`config.mk`:
```
export PLATFORM = sky130hd
export DESIGN_NAME = alu_flag_wb
export DESIGN_NICKNAME = d
export VERILOG_FILES = /design/src/rtl/alu_flag_wb.sv
export SDC_FILE = /design/constraint.sdc
export NUM_CORES = 1
export LEC_CHECK = 0
export BUFFER_PORTS_ARGS = -buffer_cell sky130_fd_sc_hd__buf_2
export CELL_PAD_IN_SITES_DETAIL_PLACEMENT = 1
export CELL_PAD_IN_SITES_GLOBAL_PLACEMENT = 2
export CORE_MARGIN = 2
export CORE_UTILIZATION = 25
export CTS_BUF_LIST = sky130_fd_sc_hd__clkbuf_2
export DETAILED_ROUTE_END_ITERATION = 10
export MAX_ROUTING_LAYER = met4
export PLACE_DENSITY_LB_ADDON = 0.1
export SYNTH_ARGS = -nofsm -noshare
export SYNTH_HDL_FRONTEND = slang
export SYNTH_SLANG_ARGS = --single-unit
```
`constraint.sdc`:
```
create_clock -name clk -period 1.5 [get_ports clk]
set_input_delay 0.075 -clock clk [delete_from_list [all_inputs] [get_ports clk]]
set_output_delay 0.075 -clock clk [all_outputs]
set_load 0.03 [all_outputs]
```
`src/rtl/alu_flag_wb.sv`:
```
// alu_flag_wb: ALU writeback stage with a 2-entry result FIFO, Z/N/V flags and overflow bookkeeping.
module alu_flag_wb #(
  parameter int CNT_W = 8
) (
  input  logic             clk,
  input  logic             rst_n,
  input  logic             in_valid,
  output logic             in_ready,
  input  logic [3:0]       in_result,
  input  logic             in_err,
  input  logic [1:0]       in_opcode,
  output logic             out_valid,
  input  logic             out_ready,
  output logic [3:0]       out_result,
  output logic             out_err,
  output logic             flag_z,
  output logic             flag_n,
  output logic             flag_v,
  output logic [CNT_W-1:0] ovf_cnt,
  output logic             bad_err,
  input  logic             clr_err
);
  localparam int DEPTH = 2;
  typedef enum logic [1:0] {EMPTY = 2'd0, ONE = 2'd1, FULL = 2'd2} state_t;
  state_t     state, state_nx;
  logic [4:0] mem [DEPTH];
  logic       wr_ptr, rd_ptr, push, pop;
  // ready comes from registered occupancy only, so a full buffer ignores a same-cycle pop
  assign in_ready  = state != FULL;
  assign out_valid = state != EMPTY;
  assign push      = in_valid && in_ready;
  assign pop       = out_valid && out_ready;
  assign {out_result, out_err} = mem[rd_ptr];
  always_comb begin
    state_nx = state;
    state_nx = (push && !pop) ? state_t'(state + 2'd1) :
               (pop && !push) ? state_t'(state - 2'd1) : state;
  end
  always_ff @(posedge clk or negedge rst_n) begin
    if (!rst_n) begin
      state   <= EMPTY;
      mem     <= '{default: '0};
      wr_ptr  <= 1'b0;
      rd_ptr  <= 1'b0;
      flag_z  <= 1'b0;
      flag_n  <= 1'b0;
      flag_v  <= 1'b0;
      ovf_cnt <= '0;
      bad_err <= 1'b0;
    end else begin
      state <= state_nx;
      if (push) begin
        mem[wr_ptr] <= {in_result, in_err};
        wr_ptr      <= ~wr_ptr;
        flag_z      <= in_result == 4'b0000;
        if (in_opcode[1]) begin
          flag_n <= in_result[3];
          flag_v <= in_err;
        end
      end
      if (pop) rd_ptr <= ~rd_ptr;
      if (clr_err) begin
        ovf_cnt <= '0;
        bad_err <= 1'b0;
      end else begin
        if (push && in_opcode[1] && in_err && ovf_cnt != '1) ovf_cnt <= ovf_cnt + 1'b1;
        if (push && !in_opcode[1] && in_err) bad_err <= 1'b1;
      end
    end
  end
endmodule

```
Word-level counts from Yosys, hierarchy flattened
Cells that the tools add are included.

Equality and inequality tests: 2. Order comparisons: 3. Bitwise gates (word level): 4. Muxes and demuxes: 12. Reductions and logical operators: 19. Add/sub/neg operators: 3.

Operators with widths (count): 5-bit 2-to-1 mux (4); 8-bit 2-to-1 mux (2); 10-bit bitwise mux (1); 1-bit logical AND (10); 8-bit by 1-bit adder with 8-bit output, second input constant (1); 8-bit != test, second input constant (1); 2-bit nonzero test (4); 5-bit demux with 1-bit select (1); 2-bit greater-or-equal comparator, second input constant (2); 4-bit logical NOT (1); 2-bit 2-to-1 mux (2); 1-bit inverter with 2-bit output (2); 1-bit logical NOT (3); 2-bit by 1-bit adder with 2-bit output, second input constant (1); 2-bit by 1-bit less-than comparator with 1-bit output, second input constant (1); 1-bit 2-to-1 mux (2); 2-bit != test, second input constant (1); 1-bit inverter (2); 2-bit AND reduction (1); 2-bit by 1-bit subtractor with 2-bit output, second input constant (1).

Bits of input ports: 12. Bits in registers: 26. Logic and storage cells: 53. Output and inout port bits: 19.

Logic depth before layout (Yosys ltp)
Gate-level depths: netlist of run 1.

Word-level depth: 7. Mapped depth: 7. Mapped depth without buffers: 7.

Least setup slack after synthesis of run 1
OpenSTA, ideal clock, no wires.

Path type: reg-to-reg. From: register ovf_cnt[3]. To: register ovf_cnt[5]. Setup slack: -0.255 ns. Setup time: 0.078 ns. Data required time: 1.422 ns. Path buffers: 1. Clock period less this slack: 1.755 ns. Stages on the path, launching flop included: 6. Arrival: 1.678 ns. Cells stage by stage: dfrtp_1 > and4_1 > and4_4 > buf_6 > or4_1 > a21oi_1.

Cells in the longest elaborated chain, start to end: 3.

Ends and longest elaborated chain: start, declared (line 19) `output logic [CNT_W-1:0] ovf_cnt,`; start signal, assigned (line 66) `if (push && in_opcode[1] && in_err && ovf_cnt != '1) ovf_cnt <= ovf_cnt + 1'b1;`; 8-bit by 1-bit adder with 8-bit output or 8-bit != test (tied branches) (line 66); 8-bit 2-to-1 mux or 1-bit logical AND (tied branches) (line 66); 8-bit 2-to-1 mux or 2-bit nonzero test (tied branches).

Several ways; a longest one is shown, not always the timed one. The select of a mux whose other input is x is not followed. A chain may end at the register's enable or synchronous reset.

Worst setup path in the final report of run 1
From: register state[1]. To: register ovf_cnt[5].

Cells in the longest elaborated chain, start to end: 6.

Ends and longest elaborated chain: start, declared (line 25) `state_t state, state_nx;`; start signal, assigned (line 51) `state <= state_nx;`; 2-bit != test (line 29) `assign in_ready = state != FULL;`; 1-bit logical AND (line 31) `assign push = in_valid && in_ready;`; 1-bit logical AND (3 in a row) (line 66); 2-bit nonzero test (no source line).

No other way between the ends.

==> results.md, run 1 <==
- Syn Inst Count: 106
- Yosys top cell by area: dfrtp_1
- Synth top area share: 53.1%
- Tot Pwr: 3.18 mW
- Internal power: 2.04 mW
- Logic gate share of total power: 51.0%
- Core Region: 4720 sq um
- Hold Fails Final Rpt: 0
- Die ar.: 5480 sq um
- Worst hold path type: in2reg
- Routed Antenna Nets: 0
- Static Leak: 0.840 nW
- 1st-iter DRT viols: 19
- Tcrit/Tclk final: 102%
- Seq cells post-synth: 26
- Vias in the first global route: 1,131
- Initial core utilization: 26.0%
- Post-Synthesis Cell Area: 1230 sq um
- Sw Ratio: 35.9%
- Clk pin slew, worst setup/hold paths: 240 ps
- Crit path kind: reg2reg
- Final min period: 1520 ps
- H-tree levels: 1
- Skew-Pair Late Insertion Delay: 360 ps
- Pin count of the biggest net entering global routing: 27
- Synth warnings: 0
- Total of max-cap violations: 0
- Total Nets Final: 180
- Placer Congestion: 0.689
- Initial antenna violation count: 0
- Die Ht: 74.0 um
- Ratio of cells with drive above 1 in the final layout: 54.5%
- RSZ-0062 raised after global routing: yes
- Clock skew: 19.3 ps
- Reg2reg setup slack: -20 ps
- CP max FO: 9
- Post-synth cell types: 29
- Final Core Density: 39.2%
- Io pins: 31
- FMAX: 656 MHz
- Total routed wirelength: 3340 um
- Cell Area, Placed: 1560 sq um
- Area Overhead vs Synth: 50.9%
- Syn_area_per_cell: 11.6 sq um
- IO Port Bufs: 29
- Worst Path Arrival: 1830 ps
- P_sw: 1.14 mW
- Design area: 1850 sq um
- GR Util All Layers: 13.7%
- Final Hold Slack: 41.5 ps
- Violated checks: setup timing
- Status: finished, violations left
- HPWL Detailed: 2300 um
- Overflow after GRT: 0
- Max-slew headroom: 58.7%
- Worst EP required: 1800 ps
- Dominant cells by area after synthesis: dfrtp_1 (53%), mux2_2 (15%), or4_1 (3.1%), a21oi_1 (2.9%), nand2_1 (2.4%)
- Row count: 25
- Via density: 4.46
- Final worst slack: -24.4 ps
- Pre-antenna DRT Iters: 4
- CTS tree: done
- TNS Setup: -59.1 ps
- Worst setup EP type: flop
- VDD IR max: 0.848 mV
- Post-Syn Nets: 120
- CTS Buf Count: 3
- Root Driver: clkbuf_2
- # setup viols final: 4
- PD cells: 1720 nW/um^2
- Die Wd: 74.0 um
- Register area share after synthesis: 53.1%
- Worst-Margin Slew: 620 ps
- Post-DR wirelength/cell: 14.4 um
- Maximum buffer depth of the clock tree: 2
- Via Count: 1,035
- DRC viols: 0
- First-pass GRT wire length: 5490 um
- # diodes: 0
- Max Transition Viols Final: 0
- Clk network pwr share: 14.2%
- Fillcell total: 516
- Multi-input logic area: 616 sq um
- Sequential cell area: 659 sq um
- # clock sinks: 26
- Reg power frac: 34.8%
- CP Launch Type: flop
metal layers:
layer	up-vias	part of all wire, %	GRT usage, %
met5	-	0	-
met4	0	0.66	4.04
met3	2	3.0	1.63
met2	20	54	24.6
met1	512	42	15.9
li1	501	-	-
metrics by stage:
step	cells	worst slack [ps]
after floorplan	106	-79.7
after global placement	211	20.1
after detailed placement	211	-15.2
after CTS	232	-30.7
after global routing	232	-102
final	232	-24.4
cell usage in the layout (no fill, tap or decap), types with 2 or more instances in the layout:
master and n:
o31ai_1 4, a31oi_1 2, or3_1 2, inv_1 3, xor2_1 2, buf_4 20
dfrtp_2 7, a21oi_1 6, and4_1 2, mux2_2 10, nand3_1 4, nand2_1 6
buf_2 23, o21ai_0 3, dlygate4sd3_1 8, mux2_4 6, clkbuf_2 3, buf_6 8
nor3_1 2, or4_1 4, xnor2_1 3, nand2_2 2, nor2_1 2, dfrtp_1 19
registers in the layout, indices dropped and copies added, names as in the netlist:
register,cells
flag_z,1
wr_ptr,1
flag_n,1
ovf_cnt,8
mem,10
bad_err,1
state,2
flag_v,1
rd_ptr,1
kinds of logic (layout without fill, tap and decap cells):
family	count (synthesis)	count (layout)	synth area share [%]
and+or+nand+nor	32	32	14.9
DFF	26	26	53.1
AOI/OAI and AO/OA	18	18	8.88
muxes	16	16	14.7
buffers and inverters	7	66	2.86
xor gates and xnor gates	5	5	3.57
adders and majority gates	2	2	2.04
power by group through the flow:
stage	Clock, mW	Sequential [mW]	Combinational, mW
2_1_floorplan	0	1.12	0.872
3_3_place_gp	0	1.09	1.25
3_5_place_dp	0	1.10	1.27
4_1_cts	0.477	1.09	1.47
5_1_grt	0.504	1.15	1.74
6_report	0.451	1.11	1.62
synth_stat cells:
library cell  count
and4_4            1
o21ai_0           3
mux2_2           16
ha_1              2
a31oi_1           2
nand3b_1          1
and3_1            1
nand4_1           1
dfrtp_1          26
buf_1             1
nor3_1            2
or2_2             1
nand2b_1          1
o31ai_1           4
clkbuf_1          1
a21o_1            1
nand2_1           8
nand3_1           4
or4_1             5
or3_1             2
xor2_1            2
and4_1            2
nor2_1            3
o41ai_1           1
xnor2_1           3
buf_6             1
inv_1             3
buf_2             1
a21oi_1           7
worst max-delay path, cell delays in order, from the launching register on:
cell	delay, ps
dfrtp_1	480
nand2b_4	100
nand4_1	110
buf_6	150
or4_4	510
a21oi_2	140
cell type report:
type | instances | area share, %
Clock buffer | 3 | 0.811
Clock inverter | 1 | 1.62
Inverter | 3 | 0.609
Multi-Input combinational cell | 73 | 33.3
Sequential cell | 26 | 35.6
Tap cell | 67 | 4.53
Timing Repair Buffer | 59 | 23.5
path summary, 6_finish.rpt:
| kind | from | end | cells after the start |
|---|---|---|---|
| setup / recovery | state[1]$_DFFE_PN0P_ | ovf_cnt[5]$_DFFE_PN0P_ | 5 |
| hold / removal | in_opcode[1] | bad_err$_DFFE_PN0P_ | 4 |
| setup reg to reg | state[1]$_DFFE_PN0P_ | ovf_cnt[5]$_DFFE_PN0P_ | 5 |
| hold reg to reg | flag_v$_DFFE_PN0P_ | flag_v$_DFFE_PN0P_ | 1 |
| max in group asynchronous | rst_n | rd_ptr$_DFFE_PN0P_ | 2 |
| min in group asynchronous | rst_n | ovf_cnt[2]$_DFFE_PN0P_ | 2 |
repair_timing:
action,in CTS,in global routing
endpoints found under the hold margin,47,0
setup buffers,9,0
gates resized for setup,13,17
endpoints found under the setup margin,11,20
hold buffers,8,0
pin swaps,3,5
No activity file was read; power rests on OpenSTA's default activity.
==> inputs of run 2 (changes only) <==
- CELL_PAD_IN_SITES_GLOBAL_PLACEMENT: 2 -> 1
- CORE_UTILIZATION: 25 -> 38
- clock period: 1.5 -> 1.3 ns (I/O delays scaled with it)
==> run 2 against run 1 <==
  * The flow still finishes with violations (setup timing)
  * Sequential share of layout area down 3.4 points
  * Sequential power up 21%
  * Die area decreased by 33%
  * Clock power shrank 33%
  * Clock skew shrank 16 ps
  * Via count grew 9.6%
  * First-iteration DRC count shrank 5.3%
  * Critical endpoint is now state[1]$_DFFE_PN0P_
  * Largest cell class is now multi-input gates
  * Largest power group unchanged
==> results.md, run 2 (synthesized netlist as in run 1, its figures left out) <==
- Hold depth: 3 (-1)
- Die Wd: 60.8 um (-18%)
- Io pins: 31 (unchanged)
- Final Hold Slack: 54.2 ps (+12.7 ps)
- Status: finished, violations left
- Die ar.: 3700 sq um (-33%)
- Violated checks: setup timing
- Worst-path cell chain: buf_4 > or2_4 > nand2_4 > ha_4 > xor2_1 > nor2_1 > xor2_1
- Most common cell after layout, fill and taps aside: buf_4
- Pre-antenna DRT Iters: 4 (unchanged)
- Final min period: 1520 ps (-6.08 ps)
- Max Transition Viols Final: 0 (unchanged)
- Placer Congestion: 0.777 (+13%)
- Top delay family on crit path: flip-flops
- Crit path largest cell delay: 450 ps (-60 ps)
- HPWL Detailed: 2430 um (+5.7%)
- CP Launch Type: flop
- Max-slew headroom: 61.6% (+2.9 points)
- CP max FO: 3 (-6)
- Die Ht: 60.8 um (-18%)
- Worst hold path type: in2reg
- Maximum buffer depth of the clock tree: 2 (unchanged)
- Worst-Margin Slew: 576 ps (-43.6 ps)
- Area Overhead vs Synth: 66.8%
- Post-DR wirelength/cell: 18.0 um (+25%)
- 1st-iter DRT viols: 18 (-1)
- Slowest CP cell: dfrtp_1
- Via Count: 1,134 (+9.6%)
- Skew-Pair Late Insertion Delay: 350 ps (about the same)
- Max reg flops: 10 (unchanged)
- Hold Fails Final Rpt: 0 (unchanged)
- # setup viols final: 30 (+26)
- Clk pin slew, worst setup/hold paths: 230 ps (about the same)
- Initial antenna violation count: 0 (unchanged)
- Root Driver: clkbuf_2
- Most frequent CP cell: xor2_1
- Static Leak: 0.970 nW (+16%)
- Largest Register: mem
- Worst Path Buf+Inv: 1 (unchanged)
- Final worst slack: -218 ps (-194 ps)
- Final Core Density: 67.0% (+28 points)
- Commonest cells after routing, fill and taps aside: buf_4 (27), buf_2 (22), dfrtp_1 (19), mux2_4 (15), buf_6 (13)
- Initial core utilization: 40.2% (+14 points)
- IO Port Bufs: 29 (unchanged)
- Core Region: 3050 sq um (-35%)
- H-tree levels: 1 (unchanged)
- # clock sinks: 26 (unchanged)
- Worst EP required: 1580 ps (-220 ps)
- Overflow after GRT: 0 (unchanged)
- CTS tree: done
- Total routed wirelength: 3940 um (+18%)
- Tcrit/Tclk final: 117% (+15 points)
- GR Util All Layers: 22.3% (+8.6 points)
- RSZ-0062 raised after global routing: yes
- FMAX: 659 MHz (+0.40%)
- First-pass GRT wire length: 5720 um (+4.3%)
- Cell depth of the worst setup path: 7 (+2)
- PD cells: 1950 nW/um^2 (+13%)
- Pin count of the biggest net entering global routing: 27 (unchanged)
- Total Nets Final: 190 (+5.6%)
- Ratio of cells with drive above 1 in the final layout: 65.7% (+11 points)
- # diodes: 0 (unchanged)
- Top flop regs: mem x10, ovf_cnt x8, state x2
- Tot Pwr: 3.98 mW (+25%)
- Worst Reg2Reg Path Length in Cells: 7 (+2)
- Routed Antenna Nets: 0 (unchanged)
- Row count: 20 (-20%)
- Clock skew: 2.96 ps (-16.4 ps)
- CTS Buf Count: 3 (unchanged)
- Vias in the first global route: 1,207 (+6.7%)
- DRC viols: 0 (unchanged)
- Total of max-cap violations: 0 (unchanged)
- Via density: 5.18 (+16%)
- Crit path kind: reg2reg
- Worst setup EP type: flop
- VDD IR max: 1.58 mV (+86%)
- Worst Path Arrival: 1790 ps (-40 ps)
[run 2: cell count changes in the layout (fill, tap and decap cells not counted), moves of 3 or more]
cell,delta
nand2_4,+3
a21oi_2,+3
mux2_4,+9
buf_6,+5
a21oi_1,-3
nand2_1,-4
mux2_2,-9
buf_4,+7
[run 2: what timing repair did]
| item | CTS | global route |
|---|---|---|
| buffers inserted | 4 | 7 |
| hold buffers | 7 | 0 |
| resized for setup | 35 | 21 |
| endpoints found under the hold margin | 47 | 0 |
| endpoints found under the setup margin | 28 | 31 |
| pin swaps | 11 | 12 |
[run 2: routing by layer]
layer / global-route usage, % / vias to the layer above / routed length, um
li1: - / 524 / -
met1: 25.0 / 580 / 1630
met2: 39.6 / 25 / 2120
met3: 5.12 / 5 / 141
met4: 6.21 / 0 / 43
met5: - / - / 0
[run 2: per-stage QoR]
stage,setup WS [ps],TNS [ps],cell area (sq um),cells
after floorplan,-280,-1410,1330,106
after global placement,-197,-1320,1670,198
after detailed placement,-231,-1760,1670,198
after CTS,-242,-3820,1910,213
after global routing,-281,-6390,2050,219
final,-218,-4830,2050,219
[run 2: power breakdown]
part           switching (mW)  internal [mW]
combinational            1.07           1.27
sequential              0.260           1.08
clock                   0.233         0.0668
[run 2: path summary, 6_finish.rpt]
check	slack [ps]	end	from
min in group asynchronous	220	ovf_cnt[6]$_DFFE_PN0P_	rst_n
min	50	bad_err$_DFFE_PN0P_	in_err
min reg2reg	530	flag_v$_DFFE_PN0P_	flag_v$_DFFE_PN0P_
max reg2reg	-220	state[1]$_DFFE_PN0P_	state[0]$_DFFE_PN0P_
max	-220	state[1]$_DFFE_PN0P_	state[0]$_DFFE_PN0P_
max in group asynchronous	670	ovf_cnt[1]$_DFFE_PN0P_	rst_n
[run 2: cell type report]
cell class / instances / area [sq um]
clock inverter: 1 / 3.75
timing repair buffer: 69 / 529
clock buffer: 3 / 15.0
multi-input combinational: 73 / 759
sequential: 26 / 659
fill: 319 / 1010
inverter: 3 / 23.8
tap: 44 / 55.1
[run 2: tightest hold or removal path: cells and delay by family]
kind | cells | cell delay [ps]
buf+inv | 1 | 140
compound gates | 1 | 100
simple gates | 1 | 90
==> inputs of run 3 (changes only) <==
- RECOVER_POWER: not set -> 100
==> run 3 against run 2 <==
  * The flow still finishes with violations (setup timing)
  * Critical path type unchanged
  * Utilization shrank 0.16 points
  * Register-to-register slack is essentially flat
  * First-iteration DRC count grew 22%
==> results.md, run 3 (synthesized netlist as in run 1, its figures left out) <==
- Fillcell total: 321 (+0.63%)
- CTS tree: done
- Tcrit/Tclk final: 117% (about the same)
- Hold Fails Final Rpt: 0 (unchanged)
- Setup crit start: state[0]$_DFFE_PN0P_
- DRC viols: 0 (unchanged)
- Status: finished, violations left
- Worst Reg2Reg Path Length in Cells: 7 (unchanged)
- Reg2reg setup slack: -220 ps (about the same)
- Total Nets Final: 190 (unchanged)
- P_sw: 1.56 mW (about the same)
- Slowest CP cell: dfrtp_1
- Max-slew headroom: 57.3% (-4.3 points)
- Max Transition Viols Final: 0 (unchanged)
- PD cells: 1950 nW/um^2 (about the same)
- CTS Buf Count: 3 (unchanged)
- Final worst slack: -219 ps (-0.927 ps)
- Multi-input logic area: 759 sq um (unchanged)
- Via Count: 1,142 (+0.71%)
- Commonest cells after routing, fill and taps aside: buf_4 (27), dfrtp_1 (19), mux2_4 (15), buf_6 (13), buf_2 (11)
- Reg-to-Reg Start: state[0]$_DFFE_PN0P_
- Clk pin slew, worst setup/hold paths: 230 ps (about the same)
- Die ar.: 3700 sq um (unchanged)
- CP Launch Type: flop
- Initial core utilization: 40.2% (unchanged)
- Top delay family on crit path: flip-flops
- # diodes: 0 (unchanged)
- Crit path largest cell delay: 450 ps (about the same)
- Row count: 20 (unchanged)
- Reg power frac: 33.7% (about the same)
- Vias in the first global route: 1,207 (unchanged)
- Worst-Margin Slew: 641 ps (+64.8 ps)
- Design area: 2040 sq um (-0.24%)
- Violated checks: setup timing
- Final Hold Slack: 52.4 ps (-1.71 ps)
- Worst reg2reg endpoint: state[1]$_DFFE_PN0P_
- Total routed wirelength: 3940 um (about the same)
- Logic gate share of total power: 58.7% (about the same)
- Area Overhead vs Synth: 66.4%
- Most frequent CP cell: xor2_1
- Ratio of cells with drive above 1 in the final layout: 63.4% (-2.3 points)
- Clk network pwr share: 7.6% (about the same)
- Routed Antenna Nets: 0 (unchanged)
- GR Util All Layers: 22.3% (unchanged)
- Internal power: 2.41 mW (-0.40%)
- Core Region: 3050 sq um (unchanged)
- Worst EP required: 1580 ps (about the same)
- Root Driver: clkbuf_2
- Pin count of the biggest net entering global routing: 27 (unchanged)
- Cell depth of the worst setup path: 7 (unchanged)
- RSZ-0062 raised after global routing: yes
- Top flop regs: mem x10, ovf_cnt x8, state x2
- 1st-iter DRT viols: 22 (+4)
- Crit path kind: reg2reg
- Via density: 5.21 (+0.71%)
- Worst hold path type: in2reg
- Skew-Pair Late Insertion Delay: 350 ps (about the same)
- VDD IR max: 1.58 mV (about the same)
- IO Port Bufs: 29 (unchanged)
- H-tree levels: 1 (unchanged)
- Overflow after GRT: 0 (unchanged)
- Static Leak: 0.950 nW (-2.0%)
- Pre-antenna DRT Iters: 4 (unchanged)
- Cell Area, Placed: 1670 sq um (unchanged)
- Worst-path cell chain: buf_4 > or2_4 > nand2_4 > ha_4 > xor2_1 > nor2_1 > xor2_1
- # clock sinks: 26 (unchanged)
- Most common cell after layout, fill and taps aside: buf_4
- FMAX: 658 MHz (about the same)
- Post-DR wirelength/cell: 18.0 um (about the same)
- Max reg flops: 10 (unchanged)
- Hold depth: 3 (unchanged)
- Die Wd: 60.8 um (unchanged)
- Worst Path Buf+Inv: 1 (unchanged)
- Io pins: 31 (unchanged)
- Worst setup EP type: flop
- Worst Path Arrival: 1800 ps (about the same)
- # setup viols final: 30 (unchanged)
- Total of max-cap violations: 0 (unchanged)
- Initial antenna violation count: 0 (unchanged)
- Die Ht: 60.8 um (unchanged)
- Sequential cell area: 659 sq um (unchanged)
- CP max FO: 3 (unchanged)
- HPWL Detailed: 2430 um (unchanged)
- Placer Congestion: 0.777 (unchanged)
- First-pass GRT wire length: 5720 um (unchanged)
- Clock skew: 3.01 ps (+0.0508 ps)
- Crit path to: state[1]$_DFFE_PN0P_
- Final min period: 1520 ps (+0.927 ps)
- Maximum buffer depth of the clock tree: 2 (unchanged)
- Sw Ratio: 39.3% (+0.098 points)
- Largest Register: mem
-- run 3: changes by cell type in the layout (fill, tap and decap cells not counted), sizes merged --
cell,before,now
clkbuf,3,14
buf,62,51
-- run 3: layout make-up --
cell class	count	share of cell area [%]
flip-flops and latches	26	32.3
inverters	3	1.16
multi-input cells	73	37.2
well taps	44	2.70
clock buffers	3	0.736
clock inverters	1	0.184
repair buffers	69	25.7
-- run 3: layer usage --
metal	wire, um	vias up	GRT usage [%]
met1	1630	586	25.0
li1	-	526	-
met3	143	5	5.12
met2	2120	25	39.6
met4	43	0	6.21
met5	0	-	-
-- run 3: how the worst min path moves through the flow --
| stage | slack [ps] | from | endpoint |
|---|---|---|---|
| detailed placement | 100 | rst_n | ovf_cnt[6]$_DFFE_PN0P_ |
| CTS | 7 | in_err | bad_err$_DFFE_PN0P_ |
| finish | 50 | in_err | bad_err$_DFFE_PN0P_ |
| floorplan | -230 | rst_n | bad_err$_DFFE_PN0P_ |
| global placement | 100 | rst_n | state[1]$_DFFE_PN0P_ |
| global route | 60 | in_opcode[1] | flag_n$_DFFE_PN0P_ |
-- run 3: stage by stage --
stage	worst slack, ps	utilization (%)	cells	setup TNS (ps)	power (mW)
2_1_floorplan	-280	-	106	-1410	2.45
3_3_place_gp	-197	54.8	198	-1320	2.87
3_5_place_dp	-231	54.8	198	-1760	2.94
4_1_cts	-242	62.6	213	-3820	3.75
5_1_grt	-281	66.8	219	-6390	4.16
6_report	-219	66.8	219	-4800	3.97
-- run 3: power by group through the flow --
stage / clock [mW] / sequential (mW) / combinational [mW]
floorplan: 0 / 1.31 / 1.14
global placement: 0 / 1.28 / 1.60
detailed placement: 0 / 1.29 / 1.65
CTS: 0.318 / 1.31 / 2.12
global route: 0.332 / 1.37 / 2.46
finish: 0.300 / 1.34 / 2.33
-- run 3: repair_timing --
item,4_1_cts,5_1_grt
endpoints found under the setup margin,28,31
hold endpoints to repair,47,0
setup buffers,4,7
pin swaps,11,12
hold buffers,7,0
gates resized for setup,35,21
-- run 3: worst register-to-register path: stages, from the launching register on --
cell and delay [ps]:
dfrtp_1 450, buf_4 160, or2_4 270, nand2_4 90, ha_4 120, xor2_1 150
nor2_1 70, xor2_1 140
